==> config.mk <==
export PLATFORM = sky130hd
export DESIGN_NAME = boot_request
export DESIGN_NICKNAME = d
export VERILOG_FILES = /design/src/rtl/boot_request_pkg.sv /design/src/rtl/boot_request_button_debounce.sv /design/src/rtl/boot_request.sv
export SDC_FILE = /design/constraint.sdc
export NUM_CORES = 1
export LEC_CHECK = 0
export BUFFER_PORTS_ARGS = -buffer_cell sky130_fd_sc_hd__buf_2
export CAP_MARGIN = 25
export CORE_MARGIN = 4
export CORE_UTILIZATION = 45
export CTS_BUF_LIST = sky130_fd_sc_hd__clkbuf_4
export DETAILED_ROUTE_END_ITERATION = 8
export HOLD_SLACK_MARGIN = 0.08
export PLACE_DENSITY = 0.59
export SETUP_SLACK_MARGIN = 0.1
export SLEW_MARGIN = 20
export SYNTH_ARGS = -nofsm -noshare
export SYNTH_HDL_FRONTEND = slang
export SYNTH_HIERARCHICAL = 1
export SYNTH_SLANG_ARGS = --single-unit
export TNS_END_PERCENT = 100
==> constraint.sdc <==
create_clock -name clock -period 3.3 [get_ports clock]
set_clock_uncertainty 0.2 [all_clocks]
set_input_delay 0.66 -clock clock [delete_from_list [all_inputs] [get_ports clock]]
set_output_delay 0.66 -clock clock [all_outputs]
set_load 0.05 [all_outputs]
==> src/rtl/boot_request_pkg.sv <==
// rtl/boot_request_pkg.sv - shared command codes, register map and FSM states for boot_request
package boot_request_pkg;

  localparam logic [7:0] CMD_UNLOCK = 8'h5A;
  localparam logic [7:0] CMD_BOOT   = 8'hB0;

  localparam logic [1:0] REG_ADDR_LO  = 2'd0;
  localparam logic [1:0] REG_ADDR_MID = 2'd1;
  localparam logic [1:0] REG_ADDR_HI  = 2'd2;
  localparam logic [1:0] REG_CMD      = 2'd3;

  typedef enum logic [1:0] {
    ST_IDLE     = 2'd0,
    ST_ARMED    = 2'd1,
    ST_FIRE     = 2'd2,
    ST_COOLDOWN = 2'd3
  } state_t;

endpackage

==> src/rtl/boot_request_button_debounce.sv <==
// rtl/boot_request_button_debounce.sv - boot button synchroniser, debounce and long-press one-shot
module button_debounce #(
  parameter logic [15:0] DEBOUNCE_CYCLES = 16'd20000,
  parameter logic [19:0] HOLD_CYCLES     = 20'd1000000
) (
  input  logic clock,
  input  logic reset,
  input  logic boot,
  output logic long_press
);

  logic [1:0]  sync;
  logic        filtered;
  logic [15:0] deb_cnt;
  logic [19:0] hold_cnt;

  always_ff @(posedge clock or posedge reset) begin
    if (reset) begin
      sync       <= 2'b00;
      filtered   <= 1'b0;
      deb_cnt    <= 16'd0;
      hold_cnt   <= 20'd0;
      long_press <= 1'b0;
    end else begin
      // Button is active-low; the synchroniser carries the "pressed" sense.
      sync <= {sync[0], ~boot};

      if (sync[1] != filtered) begin
        if (deb_cnt == DEBOUNCE_CYCLES - 16'd1) begin
          filtered <= sync[1];
          deb_cnt  <= 16'd0;
        end else begin
          deb_cnt <= deb_cnt + 16'd1;
        end
      end else begin
        deb_cnt <= 16'd0;
      end

      // Saturating counter makes the pulse a one-shot until release.
      long_press <= 1'b0;
      if (!filtered) begin
        hold_cnt <= 20'd0;
      end else if (hold_cnt != HOLD_CYCLES) begin
        hold_cnt   <= hold_cnt + 20'd1;
        long_press <= (hold_cnt == HOLD_CYCLES - 20'd1);
      end
    end
  end

endmodule

==> src/rtl/boot_request.sv <==
// rtl/boot_request.sv - arbitrates CPU and long-press reboot requests into a one-cycle strobe plus flash address
module boot_request
  import boot_request_pkg::*;
#(
  parameter logic [23:0] DEFAULT_ADDR    = 24'h000000,
  parameter logic [19:0] HOLD_CYCLES     = 20'd1000000,
  parameter logic [15:0] DEBOUNCE_CYCLES = 16'd20000,
  parameter logic [7:0]  COOLDOWN_CYCLES = 8'd32
) (
  input  logic        clock,
  input  logic        reset,
  input  logic        boot,
  input  logic        wr,
  input  logic [1:0]  addr,
  input  logic [7:0]  data,
  output logic        reboot,
  output logic [23:0] spi_addr,
  output logic        busy
);

  state_t      state;
  logic [23:0] addr_reg;
  logic [7:0]  cool_cnt;
  logic        btn_req;
  logic        cmd_wr;

  button_debounce #(
    .DEBOUNCE_CYCLES(DEBOUNCE_CYCLES),
    .HOLD_CYCLES    (HOLD_CYCLES)
  ) u_button (
    .clock     (clock),
    .reset     (reset),
    .boot      (boot),
    .long_press(btn_req)
  );

  assign cmd_wr = wr && (addr == REG_CMD);

  always_ff @(posedge clock or posedge reset) begin
    if (reset) begin
      state    <= ST_IDLE;
      addr_reg <= DEFAULT_ADDR;
      spi_addr <= DEFAULT_ADDR;
      reboot   <= 1'b0;
      busy     <= 1'b0;
      cool_cnt <= 8'd0;
    end else begin
      reboot <= 1'b0;

      if (wr && state != ST_FIRE) begin
        case (addr)
          REG_ADDR_LO:  addr_reg[7:0]   <= data;
          REG_ADDR_MID: addr_reg[15:8]  <= data;
          REG_ADDR_HI:  addr_reg[23:16] <= data;
          default:      ;
        endcase
      end

      case (state)
        ST_IDLE: begin
          if (btn_req) begin
            state    <= ST_FIRE;
            spi_addr <= DEFAULT_ADDR;
            reboot   <= 1'b1;
            busy     <= 1'b1;
          end else if (cmd_wr && data == CMD_UNLOCK) begin
            state <= ST_ARMED;
            busy  <= 1'b1;
          end
        end
        ST_ARMED: begin
          // A long press outranks a simultaneous CPU boot command.
          if (btn_req) begin
            state    <= ST_FIRE;
            spi_addr <= DEFAULT_ADDR;
            reboot   <= 1'b1;
          end else if (cmd_wr) begin
            if (data == CMD_BOOT) begin
              state    <= ST_FIRE;
              spi_addr <= addr_reg;
              reboot   <= 1'b1;
            end else begin
              state <= ST_IDLE;
              busy  <= 1'b0;
            end
          end
        end
        ST_FIRE: begin
          state    <= ST_COOLDOWN;
          cool_cnt <= 8'd0;
        end
        ST_COOLDOWN: begin
          if (cool_cnt == COOLDOWN_CYCLES - 8'd1) begin
            state    <= ST_IDLE;
            busy     <= 1'b0;
            cool_cnt <= 8'd0;
          end else begin
            cool_cnt <= cool_cnt + 8'd1;
          end
        end
        default: begin
          state <= ST_IDLE;
          busy  <= 1'b0;
        end
      endcase
    end
  end

endmodule
# Yosys cells after proc, flatten, opt, wreduce, memory -nomap -nowiden
# Index checks and enable logic that the tools add are counted.
# word_totals
out_inout_bits	26
ff_bits	100
wordCells	87
input_bits	14
# op_classes
bitwise	1
mux	32
add_sub_neg	3
eq_ne	23
reduce_logical	15
# op_table
operator	count
$mux W24	4
$pmux W24 S2	1
$mux W20	2
$mux W16	2
$add A20 B1 Y20 const B	1
$eq A20 B20 Y1 const B	1
$ne A20 B20 Y1 const B	1
$add A16 B1 Y16 const B	1
$eq A16 B15 Y1 const B	1
$pmux W8 S2	1
$mux W1	12
$mux W2	6
$ne A2 B2 Y1 const B	6
$ne A3 B2 Y1 const B	3
$add A8 B1 Y8 const B	1
$eq A2 B2 Y1 const B	4
$eq A8 B5 Y1 const B	1
$eq A8 B7 Y1 const B	1
$eq A8 B8 Y1 const B	1
$mux W8	1
$pmux W2 S4	1
$reduce_and A2 Y1	4
$reduce_and A6 Y1	1
$eq A2 B1 Y1 const B	2
11 further kinds	15

# Depth between registers and ports, before layout
# Gate-level depths: netlist of the first run.
# logic_depth
ltp_word	6
ltp_mapped	7
depth_no_buf	5

# Modules after synthesis
# Netlist of the first run, hierarchy kept.
# by_module_without_submodules
module	seq_area_each_um2	area_per_inst_um2	cells_each	instances
boot_request	1501.4	2516.2	190	1
button_debounce	1001.0	2011.9	201	1

# Worst setup path after synthesis of the first run
# OpenSTA, ideal clock, no wires.
# synth_timing
path_kind	flip-flop to flip-flop
startpoint	register u_button.deb_cnt[6]
endpoint	register u_button.deb_cnt[10]
arrival_time_ps	1761
required_time_ps	2981
period_less_slack_ps	2080
slack_ps	1220
n_path_buf	1
stages_incl_launch_ff	6
setup_ps	119
cell_sequence	dfrtp_1 or4_1 or4_1 nand2b_2 buf_4 nor2_1
# synth_between
elab_chain_cells	3
elab_cells_between_ends	4
cone_classes	add/sub: 1; eq/ne: 1; mux: 2
# synth_lines
item	line	rtl
start: declaration	boot_request_button_debounce.sv:14	logic [15:0] deb_cnt;
start signal: assignment	boot_request_button_debounce.sv:33	deb_cnt <= deb_cnt + 16'd1;
$add A16 B1 Y16 / $eq A16 B15 Y1 (equally long branches)	boot_request_button_debounce.sv:33, boot_request_button_debounce.sv:29	
$mux W16 *	boot_request_button_debounce.sv:29	if (deb_cnt == DEBOUNCE_CYCLES - 16'd1) begin
$mux W16 *	boot_request_button_debounce.sv:28	if (sync[1] != filtered) begin
# Mark *: on every way between the ends. The rest lies on a longest branch, timed or not.
# A chain may end at the register's enable or synchronous reset.

# Final worst setup path of the first run
# layout_timing
startpoint	register state[1]
endpoint	register spi_addr[13]
# layout_between
elab_chain_cells	3
elab_cells_between_ends	8
cone_classes	eq/ne: 4; mux: 1; reduce/logical: 3
# layout_lines
item	line	rtl
start: declaration	boot_request.sv:21	state_t state;
start signal: assignment	boot_request.sv:41	state <= ST_IDLE;
start signal: assignment	boot_request.sv:62	state <= ST_FIRE;
start signal: assignment	boot_request.sv:67	state <= ST_ARMED;
$eq A2 B1 Y1 / $logic_not A2 Y1 (equally long branches)	boot_request.sv:59	case (state)
$ne A3 B2 Y1 (no source line), or another cell as far along	-	
$reduce_and A4 Y1 (no source line)	-	
end signal: assignment	boot_request.sv:80	spi_addr <= addr_reg;
end: declaration	boot_request.sv:17	output logic [23:0] spi_addr,
# Parallel ways exist; a longest one is shown, timed or not.

==> summary.md, run 1 <==
| Metric | Value |
|---|---|
| Pin count of the biggest net entering global routing | `41` |
| Switching Power | `0.514 mW` |
| Net count reported at finish | `451` |
| Startpoint-to-endpoint class of the critical path | `reg2reg` |
| Cell with the most instances after synthesis | `sky130_fd_sc_hd__dfrtp_1` |
| Antenna violations before repair | `0` |
| Fill cells | `895` |
| Final total power | `2.26 mW` |
| Power Density | `450 nW/um^2` |
| Clk Latency, worst-skew pair | `460 ps` |
| Number of enable-type register cells in the synthesized netlist | `0` |
| Peak clock frequency supported by timing | `0.426 GHz` |
| Top area cells in the synthesized netlist | `sky130_fd_sc_hd__dfrtp_1 55%, sky130_fd_sc_hd__mux2_2 6.2%, sky130_fd_sc_hd__a22o_1 4.6%` |
| Global-route wire length before repair | `14400 um` |
| Outcome | `complete, no violations` |
| Total congestion overflow after global routing | `0` |
| Antenna diodes | `0` |
| Final Hold Slack | `132 ps` |
| Growth of design area from synthesis to finish | `11.2%` |
| HPWL after detailed placement | `5850 um` |
| Number of hold violations in the final report | `0` |
| Remaining antenna violation count after routing | `0` |
| Overall Global Routing Usage | `15.7%` |
| Synth Flop Type | `sky130_fd_sc_hd__dfrtp_1` |
| Number of synthesis warnings | `6` |
| Most frequent cells after synthesis | `100 x sky130_fd_sc_hd__dfrtp_1, 29 x sky130_fd_sc_hd__nand2_1, 25 x sky130_fd_sc_hd__mux2_2` |
| Root buffer cell | `sky130_fd_sc_hd__clkbuf_4` |
| Max-cap violation count | `0` |
| Core footprint | `9770 sq um` |
| DRC violations left | `0` |
| Worst hold path class | `in2reg` |
| Io pins | `40` |
| Die footprint | `11700 sq um` |
| Count of buffers from port buffering | `39` |
| Smallest setup slack after layout | `951 ps` |
| Number of buffers between clock root and the deepest sink | `2` |
| Slew Viols, Final | `0` |
| Sw frac | `22.7%` |
| Fraction of synthesis flops using an asynchronous set or reset pin | `100%` |
| Finish-stage setup viols | `0` |
| H-tree depth reported by CTS | `3` |
| Die X-Extent | `108 um` |
| Number of gates given a new drive strength after cts | `0` |
| Pre-antenna DRT Iters | `4` |
| Kind of launch point of the worst setup path | `flip-flop` |
| Setup tns final | `0 ps` |
| Vias after detailed routing | `3080` |
| Synth top area share | `55.3%` |
| Crit path arrival time | `2510 ps` |
| Starting density of the core | `46.3%` |
| Worst-path maximum fanout | `25` |
| Number of distinct library cells after synthesis | `52` |
| Fraction of final layout cells with drive strength greater than 1 | `21.7%` |
| Internal | `1.75 mW` |
| Combinational Power Share | `5.4%` |
| Vias in the first global route | `2918` |
| Drt first-iter violations | `123` |
| Number of CTS-inserted buffers | `9` |
| Sequential element share of the synthesized area | `55.3%` |
| Unrepaired setup endpoints after global routing | `false` |
| Clock Power Share | `36.4%` |
| Post-detailed-route wirelength per cell | `14.9 um` |
| Remaining max-slew budget at the tightest pin | `37.5%` |
| Required time of the critical path | `3460 ps` |
| Max IR drop VDD | `0.383 mV` |
| Setup crit end kind | `flip-flop` |
| Synth area leader | `sky130_fd_sc_hd__dfrtp_1` |
| Slew at the pin closest to its max-slew limit | `938 ps` |
| Sequential fraction of design power | `58.2%` |
| Worst slack at placement | `734 ps` |
| Leakage power total | `2.27 nW` |
| Final period utilization | `71.2%` |
| Number of setup buffers added after CTS | `0` |
| RD Place Congestion | `0.772` |
| Average vias per placed instance | `5.39` |
| Total detailed-routing wirelength | `8490 um` |
| Clk sinks | `100` |
| #FFs+latches synth | `100` |
| Number of standard cells after synthesis | `391` |
| Final critical delay including setup and external delays | `2350 ps` |
| Total standard cell area after synthesis | `4530 sq um` |
| Synth Area per Inst | `11.6 sq um` |
| Syn nets | `409` |
| Number of core rows | `36` |
| Clock input transition at the sequential cells of the worst setup and hold paths | `160 ps` |
| Vertical die dimension | `108 um` |
| TritonCTS clock tree | `built` |
[per-layer routing]
layer	global-route usage, %	wire (um)	vias up
met5	0	0	-
met1	20.8	4010	1524
li1	-	-	1494
met2	24.6	3990	49
met4	5.23	146	0
met3	4.90	346	13
[placed cells by master (no fill, tap or decap), types with 3 or more instances in the layout]
cell type | Yosys | layout
sky130_fd_sc_hd__or3_1 | 3 | 3
sky130_fd_sc_hd__nor4_1 | 9 | 9
sky130_fd_sc_hd__mux2i_1 | 6 | 6
sky130_fd_sc_hd__or4_1 | 5 | 5
sky130_fd_sc_hd__o21ai_0 | 9 | 9
sky130_fd_sc_hd__nor2b_1 | 3 | 3
sky130_fd_sc_hd__buf_4 | 3 | 5
sky130_fd_sc_hd__clkbuf_4 | 0 | 10
sky130_fd_sc_hd__a31oi_1 | 3 | 3
sky130_fd_sc_hd__nand2_1 | 29 | 29
sky130_fd_sc_hd__o31ai_1 | 3 | 3
sky130_fd_sc_hd__bufinv_16 | 0 | 3
sky130_fd_sc_hd__and3_1 | 5 | 5
sky130_fd_sc_hd__mux2_2 | 25 | 25
sky130_fd_sc_hd__nor2_1 | 22 | 22
sky130_fd_sc_hd__buf_2 | 3 | 39
sky130_fd_sc_hd__dfrtp_1 | 100 | 100
sky130_fd_sc_hd__nand3_1 | 12 | 12
sky130_fd_sc_hd__and4_1 | 3 | 3
sky130_fd_sc_hd__xnor2_1 | 19 | 19
sky130_fd_sc_hd__a21boi_1 | 3 | 3
sky130_fd_sc_hd__and2_1 | 9 | 9
sky130_fd_sc_hd__o22ai_1 | 4 | 4
sky130_fd_sc_hd__nand4_1 | 10 | 10
sky130_fd_sc_hd__a21oi_1 | 6 | 6
sky130_fd_sc_hd__inv_1 | 17 | 16
sky130_fd_sc_hd__xor2_1 | 7 | 7
sky130_fd_sc_hd__nand2b_1 | 5 | 5
sky130_fd_sc_hd__nor3_1 | 7 | 7
sky130_fd_sc_hd__a22o_1 | 24 | 24
sky130_fd_sc_hd__ha_1 | 4 | 4
[stage by stage]
stage | utilization (%) | instances | instance area [sq um]
CTS | 51.5 | 571 | 5030
floorplan | - | 391 | 4530
detailed placement | 49.4 | 554 | 4830
global route | 51.5 | 571 | 5030
finish | 51.5 | 571 | 5030
global placement | 49.4 | 554 | 4830
[repair_timing]
action	in CTS	in global routing
hold buffers	1	0
endpoints found under the hold margin	10	0
endpoints found under the setup margin	0	0
[worst max-delay path: stages, from the launching register on]
cell	delay (ps)
sky130_fd_sc_hd__dfrtp_1	640
sky130_fd_sc_hd__nor4b_2	390
sky130_fd_sc_hd__nand4_1	160
sky130_fd_sc_hd__and2_1	490
sky130_fd_sc_hd__a22o_1	360
[final timing paths]
kind	from	end	slack [ps]	depth (start not counted)
max	state[1]	spi_addr[13]	950	4
min	boot	u_button/sync[0]	130	2
max reg2reg	state[1]	spi_addr[13]	950	4
min reg2reg	u_button/sync[0]	u_button/sync[1]	170	0
max in group asynchronous	reset	addr_reg[1]	1820	4
min in group asynchronous	reset	cool_cnt[3]	450	3
[power groups by stage]
stage	registers [mW]	clock network, mW	logic (mW)
floorplan	1.33	0	0.0899
global placement	1.34	0	0.123
detailed placement	1.34	0	0.125
CTS	1.32	0.860	0.126
global route	1.33	0.903	0.139
finish	1.32	0.824	0.122
[area by class of cell]
| class | instances | area, sq um | area share, % |
|---|---|---|---|
| Sequential cell | 100 | 2500 | 49.7 |
| Tap cell | 133 | 166 | 3.31 |
| Timing Repair Buffer | 45 | 243 | 4.82 |
| Multi-Input combinational cell | 260 | 1860 | 37.0 |
| Inverter | 17 | 63.8 | 1.27 |
| Clock buffer | 10 | 75.1 | 1.49 |
| Clock inverter | 6 | 119 | 2.36 |
[logic make-up (layout without fill, tap and decap cells)]
group / count (synthesis) / in the layout / share of synthesized area (%)
compound gates: 56 / 56 / 8.98
xor+xnor: 26 / 26 / 5.03
fa+ha+maj: 4 / 4 / 1.11
buf+inv: 31 / 78 / 3.56
flops: 100 / 100 / 55.3
mux: 31 / 31 / 7.54
simple gates: 143 / 143 / 18.5
(Power assumes the default switching activity.)
==> run 2: changes to the inputs <==
--- a/config.mk
+++ b/config.mk
@@ -5,6 +5,7 @@
 export SDC_FILE = /design/constraint.sdc
 export NUM_CORES = 1
 export LEC_CHECK = 0
+export ABC_AREA = 1
 export BUFFER_PORTS_ARGS = -buffer_cell sky130_fd_sc_hd__buf_2
 export CAP_MARGIN = 25
 export CORE_MARGIN = 4
==> constraint.sdc (replaced) <==
create_clock -name clock -period 2.3 [get_ports clock]
set_clock_uncertainty 0.2 [all_clocks]
set_input_delay 0.46 -clock clock [delete_from_list [all_inputs] [get_ports clock]]
set_output_delay 0.46 -clock clock [all_outputs]
set_load 0.05 [all_outputs]
==> run 2 against run 1 <==
  * Clock power increased by 53%
  * Power increased by 48%
  * Global-route usage grew 1.8 points
  * Clock-buffer cell count rose by 1
  * Synthesized cell count rose by 54%
  * Sequential cell count did not move
  * Via count increased by 32%
  * Critical path type is now in2reg
  * Largest power group unchanged
==> summary.md, run 2 <==
| Metric | Value |
|---|---|
| Clk Latency, worst-skew pair | `460 ps (about the same)` |
| Drt first-iter violations | `251 (+100%)` |
| Antenna diodes | `0 (unchanged)` |
| Required time of the critical path | `2500 ps (-960 ps)` |
| Remaining max-slew budget at the tightest pin | `70.0% (+32 points)` |
| Kind of launch point of the worst setup path | `input port` |
| H-tree depth reported by CTS | `3 (unchanged)` |
| Synth Flop Type | `sky130_fd_sc_hd__dfrtp_1` |
| Sequential element share of the synthesized area | `49.8% (-5.5 points)` |
| Final critical delay including setup and external delays | `2040 ps` |
| Syn nets | `620 (+52%)` |
| Remaining antenna violation count after routing | `0 (unchanged)` |
| Crit path arrival time | `2240 ps (-270 ps)` |
| Net count reported at finish | `667 (+48%)` |
| Unrepaired setup endpoints after global routing | `false` |
| Vias in the first global route | `3762 (+29%)` |
| Number of synthesis warnings | `6 (unchanged)` |
| Total standard cell area after synthesis | `5020 sq um (+11%)` |
| Worst hold path class | `in2reg` |
| Average vias per placed instance | `5.12 (-5.0%)` |
| Max-cap violation count | `0 (unchanged)` |
| Final period utilization | `88.7%` |
| Most frequent cells after synthesis | `140 x sky130_fd_sc_hd__nand2_1, 100 x sky130_fd_sc_hd__dfrtp_1, 72 x sky130_fd_sc_hd__nor2_1` |
| Number of hold violations in the final report | `0 (unchanged)` |
| Die footprint | `12900 sq um (+10%)` |
| Number of buffers between clock root and the deepest sink | `2 (unchanged)` |
| Setup tns final | `0 ps (unchanged)` |
| Synth area leader | `sky130_fd_sc_hd__dfrtp_1` |
| Synth top area share | `49.8% (-5.5 points)` |
| Vertical die dimension | `114 um (+4.9%)` |
| Growth of design area from synthesis to finish | `11.7%` |
| Cell area after layout | `5610 sq um (+11%)` |
| Share of synthesized area spent on multiplexers | `0% (-7.5 points)` |
| Clock input transition at the sequential cells of the worst setup and hold paths | `150 ps (about the same)` |
| TritonCTS clock tree | `built` |
| Clk sinks | `100 (unchanged)` |
| Vias after detailed routing | `4068 (+32%)` |
| Antenna violations before repair | `0 (unchanged)` |
| Finish-stage setup viols | `0 (unchanged)` |
| Die X-Extent | `114 um (+4.9%)` |
| Top area cells in the synthesized netlist | `sky130_fd_sc_hd__dfrtp_1 50%, sky130_fd_sc_hd__nand2_1 10%, sky130_fd_sc_hd__nand3_1 6.0%` |
| Final core utilization | `51.5% (about the same)` |
| Total congestion overflow after global routing | `0 (unchanged)` |
| Synth Area per Inst | `8.34 sq um (-28%)` |
| HPWL after detailed placement | `7600 um (+30%)` |
| Fraction of synthesis flops using an asynchronous set or reset pin | `100% (unchanged)` |
| Number of CTS-inserted buffers | `9 (unchanged)` |
| #FFs+latches synth | `100 (unchanged)` |
| Leakage power total | `2.76 nW (+22%)` |
| Max IR drop VDD | `0.298 mV (-22%)` |
| Fraction of final layout cells with drive strength greater than 1 | `18.7% (-3.0 points)` |
| Power Density | `596 nW/um^2 (+33%)` |
| Root buffer cell | `sky130_fd_sc_hd__clkbuf_4` |
| Number of gates given a new drive strength after cts | `0 (unchanged)` |
| Final Hold Slack | `130 ps (-1.86 ps)` |
| Synth Area in Simple Gates | `31.7% (+13 points)` |
| Synth Area in Adders | `0.996% (-0.11 points)` |
| Io pins | `40 (unchanged)` |
| Number of core rows | `38 (+5.6%)` |
| Combinational family with the most area after synthesis | `simple AND/OR/NAND/NOR gates` |
| Post-synthesis compound-gate area fraction | `8.29% (-0.69 points)` |
| Slew Viols, Final | `0 (unchanged)` |
| Worst-path maximum fanout | `24 (-4.0%)` |
| Commonest non-fill, non-tap cell in the layout | `sky130_fd_sc_hd__nand2_1` |
| DRC violations left | `0 (unchanged)` |
| Slew at the pin closest to its max-slew limit | `450 ps (-488 ps)` |
| Count of buffers from port buffering | `39 (unchanged)` |
| Overall Global Routing Usage | `17.5% (+1.8 points)` |
| Core footprint | `10900 sq um (+11%)` |
| Number of enable-type register cells in the synthesized netlist | `0 (unchanged)` |
| Pre-antenna DRT Iters | `5 (+1)` |
| RD Place Congestion | `0.848 (+9.8%)` |
| Fill cells | `1066 (+19%)` |
| Number of distinct library cells after synthesis | `38 (-27%)` |
| Xor/xnor share of the synthesized area | `1.54% (-3.5 points)` |
| Number of standard cells after synthesis | `602 (+54%)` |
| Pin count of the biggest net entering global routing | `61 (+49%)` |
| Setup crit end kind | `flip-flop` |
| Peak clock frequency supported by timing | `0.490 GHz` |
| Cell with the most instances after synthesis | `sky130_fd_sc_hd__nand2_1` |
| Outcome | `complete, no violations` |
| Starting density of the core | `46.1% (-0.19 points)` |
| Cell area after placement | `5350 sq um (+11%)` |
| Total detailed-routing wirelength | `10700 um (+26%)` |
| Top library cells by usage in the layout, fill and taps aside | `140 x sky130_fd_sc_hd__nand2_1, 100 x sky130_fd_sc_hd__dfrtp_1, 72 x sky130_fd_sc_hd__nor2_1` |
| Startpoint-to-endpoint class of the critical path | `in2reg` |
| Post-detailed-route wirelength per cell | `13.5 um (-9.4%)` |
| Global-route wire length before repair | `18200 um (+26%)` |
==> run 2: cell count changes in the layout (fill, tap and decap cells not counted), moves of 16 or more <==
cell	delta
sky130_fd_sc_hd__a22o_1	-23
sky130_fd_sc_hd__inv_1	+36
sky130_fd_sc_hd__mux2_2	-25
sky130_fd_sc_hd__nand2_1	+111
sky130_fd_sc_hd__nand3_1	+48
sky130_fd_sc_hd__nand4_1	+20
sky130_fd_sc_hd__nor2_1	+50
sky130_fd_sc_hd__o21ai_2	+16
sky130_fd_sc_hd__xnor2_1	-18
==> run 2: logic make-up after synthesis <==
family / after synthesis
AO/OA/AOI/OAI: 66
AND/OR/NAND/NOR: 337
XOR/XNOR: 8
flip-flops: 100
adder cells (fa/ha/maj): 4
buffers and inverters: 87
==> run 2: metrics by stage <==
| step | total power [mW] | cells | setup WS, ps |
|---|---|---|---|
| 2_1_floorplan | 2.05 | 602 | 155 |
| 3_3_place_gp | 2.11 | 773 | 308 |
| 3_5_place_dp | 2.12 | 773 | 308 |
| 4_1_cts | 3.39 | 794 | 289 |
| 5_1_grt | 3.51 | 794 | 186 |
| 6_report | 3.34 | 794 | 260 |
==> run 2: final timing paths <==
check	start	end	slack, ps	cells after the start
min in group asynchronous	reset	u_button/deb_cnt[0]	380	4
worst min register to register	u_button/sync[0]	u_button/sync[1]	180	0
worst min-delay path	data[6]	addr_reg[6]	130	3
worst max register to register	state[1]	spi_addr[12]	380	7
worst max-delay path	data[3]	spi_addr[22]	260	9
max in group asynchronous	reset	u_button/deb_cnt[7]	1190	4
==> run 2: critical path, stage by stage <==
cell	delay, ps
sky130_fd_sc_hd__dlygate4sd3_1	550
sky130_fd_sc_hd__buf_2	150
sky130_fd_sc_hd__inv_2	110
sky130_fd_sc_hd__nand2_1	60
sky130_fd_sc_hd__nor2_1	190
sky130_fd_sc_hd__nand3b_4	150
sky130_fd_sc_hd__nor2_8	290
sky130_fd_sc_hd__nand4_1	190
sky130_fd_sc_hd__nand2_1	90
==> run 2: cell type report <==
cell class	instances	area, sq um	area share, %
clock buffer	11	82.6	1.47
clock inverter	5	124	2.21
inverter	71	272	4.84
multi-input combinational	415	2140	38.1
sequential	100	2500	44.6
tap	140	175	3.12
timing repair buffer	52	318	5.67
==> run 2: per-layer routing <==
metal	wire length [um]	global-route usage [%]	vias up
li1	-	-	2055
met1	5150	24.8	1912
met2	4920	27.1	92
met3	478	2.60	9
met4	150	6.81	0
met5	0	0	-
==> run 2: what timing repair did <==
item,in CTS,in global routing
endpoints found under the hold margin,108,0
hold buffers,5,0
setup buffers,0,0
==> run 2: power breakdown <==
group | internal, mW | switching [mW] | leakage (nW)
logic | 0.0766 | 0.138 | 1.30
registers | 1.83 | 0.0405 | 1.35
clock network | 0.682 | 0.574 | 0.109
total | 2.59 | 0.753 | 2.76
==> run 3: changes to the inputs <==
--- a/config.mk
+++ b/config.mk
@@ -9,11 +9,12 @@
 export BUFFER_PORTS_ARGS = -buffer_cell sky130_fd_sc_hd__buf_2
 export CAP_MARGIN = 25
 export CORE_MARGIN = 4
-export CORE_UTILIZATION = 45
+export CORE_UTILIZATION = 62
 export CTS_BUF_LIST = sky130_fd_sc_hd__clkbuf_4
 export DETAILED_ROUTE_END_ITERATION = 8
 export HOLD_SLACK_MARGIN = 0.08
-export PLACE_DENSITY = 0.59
+export PLACE_DENSITY = 0.78
+export REMOVE_ABC_BUFFERS = 1
 export SETUP_SLACK_MARGIN = 0.1
 export SLEW_MARGIN = 20
 export SYNTH_ARGS = -nofsm -noshare
==> run 3 against run 2 <==
  * Critical path depth is the same
  * Die area decreased by 26%
  * Power is 12% lower
  * Critical endpoint is now spi_addr[23]
  * Largest cell class unchanged
==> summary.md, run 3 (synthesized netlist as in run 2, its figures left out) <==
| Metric | Value |
|---|---|
| Outcome | `complete, no violations` |
| Critical path cell sequence | `dlygate4sd3_1 > buf_2 > inv_2 > nand2_1 > nor2_1 > nand3b_4 > nor2_8 > nand4_1 > nand2_1` |
| Vias in the first global route | `4011 (+6.6%)` |
| Sequential fraction of design power | `63.6% (+7.6 points)` |
| Sw frac | `27.1% (+4.5 points)` |
| Max IR drop VDD | `0.383 mV (+29%)` |
| Clk sinks | `100 (unchanged)` |
| Final critical delay including setup and external delays | `2050 ps (+13.9 ps)` |
| Worst r2r dst | `spi_addr[23]` |
| Clock Power Share | `29.2% (-8.4 points)` |
| Start point of the critical path | `data[3]` |
| Power Density | `537 nW/um^2 (-9.9%)` |
| Final core utilization | `70.3% (+19 points)` |
| Remaining antenna violation count after routing | `0 (unchanged)` |
| Peak clock frequency supported by timing | `0.487 GHz (-0.68%)` |
| Startpoint-to-endpoint class of the critical path | `in2reg` |
| Remaining max-slew budget at the tightest pin | `63.1% (-6.8 points)` |
| Antenna diodes | `0 (unchanged)` |
| Finish-stage setup viols | `0 (unchanged)` |
| Total congestion overflow after global routing | `0 (unchanged)` |
| Setup tns final | `0 ps (unchanged)` |
| Largest stage delay on the critical path | `530 ps (-20 ps)` |
| Critical path capture point | `spi_addr[23]` |
| Net count reported at finish | `666 (-0.15%)` |
| Placed Instances | `734 (-5.0%)` |
| Root buffer cell | `sky130_fd_sc_hd__clkbuf_4` |
| Bufs and invs on worst path | `3 (unchanged)` |
| Global-route wire length before repair | `17900 um (-1.7%)` |
| Fraction of final layout cells with drive strength greater than 1 | `18.7% (+0.029 points)` |
| Slew at the pin closest to its max-slew limit | `553 ps (+103 ps)` |
| Pre-antenna DRT Iters | `4 (-1)` |
| HPWL after detailed placement | `7270 um (-4.4%)` |
| Commonest non-fill, non-tap cell in the layout | `sky130_fd_sc_hd__nand2_1` |
| Antenna violations before repair | `0 (unchanged)` |
| Combinational Power Share | `7.2% (+0.8 points)` |
| Routing usage on met2 | `38.2% (+11 points)` |
| Number of cells on the critical path | `9 (unchanged)` |
| Slew Viols, Final | `0 (unchanged)` |
| Worst path slowest cell | `sky130_fd_sc_hd__dlygate4sd3_1` |
| Post-detailed-route wirelength per cell | `13.5 um (about the same)` |
| Number of CTS-inserted buffers | `9 (unchanged)` |
| Overall Global Routing Usage | `22.6% (+5.1 points)` |
| Cell area after layout | `5490 sq um (-2.2%)` |
| Number of hold violations in the final report | `0 (unchanged)` |
| Top library cells by usage in the layout, fill and taps aside | `140 x sky130_fd_sc_hd__nand2_1, 100 x sky130_fd_sc_hd__dfrtp_1, 72 x sky130_fd_sc_hd__nor2_1` |
| Number of buffers between clock root and the deepest sink | `2 (unchanged)` |
| Pin count of the biggest net entering global routing | `61 (unchanged)` |
| Starting density of the core | `64.3% (+18 points)` |
| Leakage power total | `2.73 nW (-1.3%)` |
| Max-cap violation count | `0 (unchanged)` |
| Final period utilization | `89.3% (+0.60 points)` |
| Number of core rows | `32 (-16%)` |
| Average vias per placed instance | `5.43 (+5.9%)` |
| Switching Power | `0.798 mW (+5.9%)` |
| Met1 track demand over resource | `28.9% (+4.1 points)` |
| Number of gates given a new drive strength after cts | `0 (unchanged)` |
| Cell area after placement | `5310 sq um (-0.79%)` |
| Setup crit end kind | `flip-flop` |
| Drt first-iter violations | `134 (-47%)` |
| Required time of the critical path | `2490 ps (about the same)` |
| Worst-path maximum fanout | `24 (unchanged)` |
| Clk Latency, worst-skew pair | `450 ps (about the same)` |
| Vertical die dimension | `98.0 um (-14%)` |
| Final Hold Slack | `127 ps (-2.40 ps)` |
| DRC violations left | `0 (unchanged)` |
| H-tree depth reported by CTS | `3 (unchanged)` |
| Filler-free cell count of the finished design | `755 (-4.9%)` |
| Core footprint | `7810 sq um (-28%)` |
| Clock input transition at the sequential cells of the worst setup and hold paths | `150 ps (about the same)` |
| Worst hold path class | `in2reg` |
| TritonCTS clock tree | `built` |
| Crit path arrival time | `2240 ps (about the same)` |
| Flop-to-flop setup slack | `390 ps (about the same)` |
| Routing usage on met3 | `4.71% (+2.1 points)` |
| Count of buffers from port buffering | `39 (unchanged)` |
| Fill cells | `633 (-41%)` |
| Growth of design area from synthesis to finish | `9.19%` |
| Die footprint | `9610 sq um (-26%)` |
| Cell repeated most along the worst path | `sky130_fd_sc_hd__nand2_1` |
| Internal | `2.15 mW (-17%)` |
| Unrepaired setup endpoints after global routing | `false` |
| Reg-to-reg critical path startpoint | `state[1]` |
| Die X-Extent | `98.0 um (-14%)` |
| Register-to-Register Path Depth | `7 (unchanged)` |
| Kind of launch point of the worst setup path | `input port` |
| Most heavily used metal layer in global routing | `met2` |
| Vias after detailed routing | `4098 (+0.74%)` |
| Io pins | `40 (unchanged)` |
| Total detailed-routing wirelength | `10200 um (-4.9%)` |
| RD Place Congestion | `0.928 (+9.4%)` |
| Dominant delay contributor by cell family on the critical path | `simple AND/OR/NAND/NOR gates` |
## run 3: cell types whose count changed in the layout (fill, tap and decap cells not counted), sizes merged
cell,before,now
buf,47,46
inv,68,72
bufinv,4,0
clkbuf,11,9
clkinv,4,6
## run 3: metal layers
metal / vias to the layer above / part of all wire [%]
li1: 2057 / -
met1: 1907 / 44
met5: - / 0
met3: 20 / 4.8
met4: 0 / 2.1
met2: 114 / 49
## run 3: worst min-delay path: cells and delay by family
family | cells | cell delay [ps]
AO/OA/AOI/OAI | 1 | 70
buffers and inverters | 2 | 220
## run 3: worst min path at each step
stage | startpoint | depth (start not counted) | endpoint | slack (ps)
2_1_floorplan | u_button/sync[0] | 0 | u_button/sync[1] | 130
3_3_place_gp | u_button/sync[0] | 0 | u_button/sync[1] | 140
3_5_place_dp | u_button/sync[0] | 0 | u_button/sync[1] | 160
4_1_cts | data[3] | 3 | addr_reg[3] | 90
5_1_grt | data[6] | 3 | addr_reg[14] | 100
6_report | data[6] | 3 | addr_reg[14] | 130
## run 3: area by class of cell
| type | count | area (sq um) | share of cell area (%) |
|---|---|---|---|
| Tap cell | 102 | 128 | 2.33 |
| Timing Repair Buffer | 51 | 323 | 5.89 |
| Multi-Input combinational cell | 415 | 2140 | 38.9 |
| Sequential cell | 100 | 2500 | 45.6 |
| Inverter | 71 | 272 | 4.95 |
| Clock inverter | 7 | 57.6 | 1.05 |
| Clock buffer | 9 | 67.6 | 1.23 |
## run 3: per-stage QoR
step / setup WS (ps) / power (mW)
final: 246 / 2.95
after global routing: 167 / 3.10
after CTS: 294 / 2.97
after detailed placement: 323 / 2.12
after global placement: 341 / 2.11
after floorplan: 155 / 2.05
## run 3: repair_timing
item | CTS | global route
hold endpoints to repair | 103 | 1
buffers inserted | 0 | 0
hold buffers | 4 | 1
## run 3: power groups by stage
stage	logic, mW	registers, mW	clock network [mW]
3_5_place_dp	0.209	1.91	0
2_1_floorplan	0.147	1.90	0
6_report	0.213	1.87	0.859
3_3_place_gp	0.201	1.91	0
4_1_cts	0.215	1.87	0.884
5_1_grt	0.243	1.88	0.971
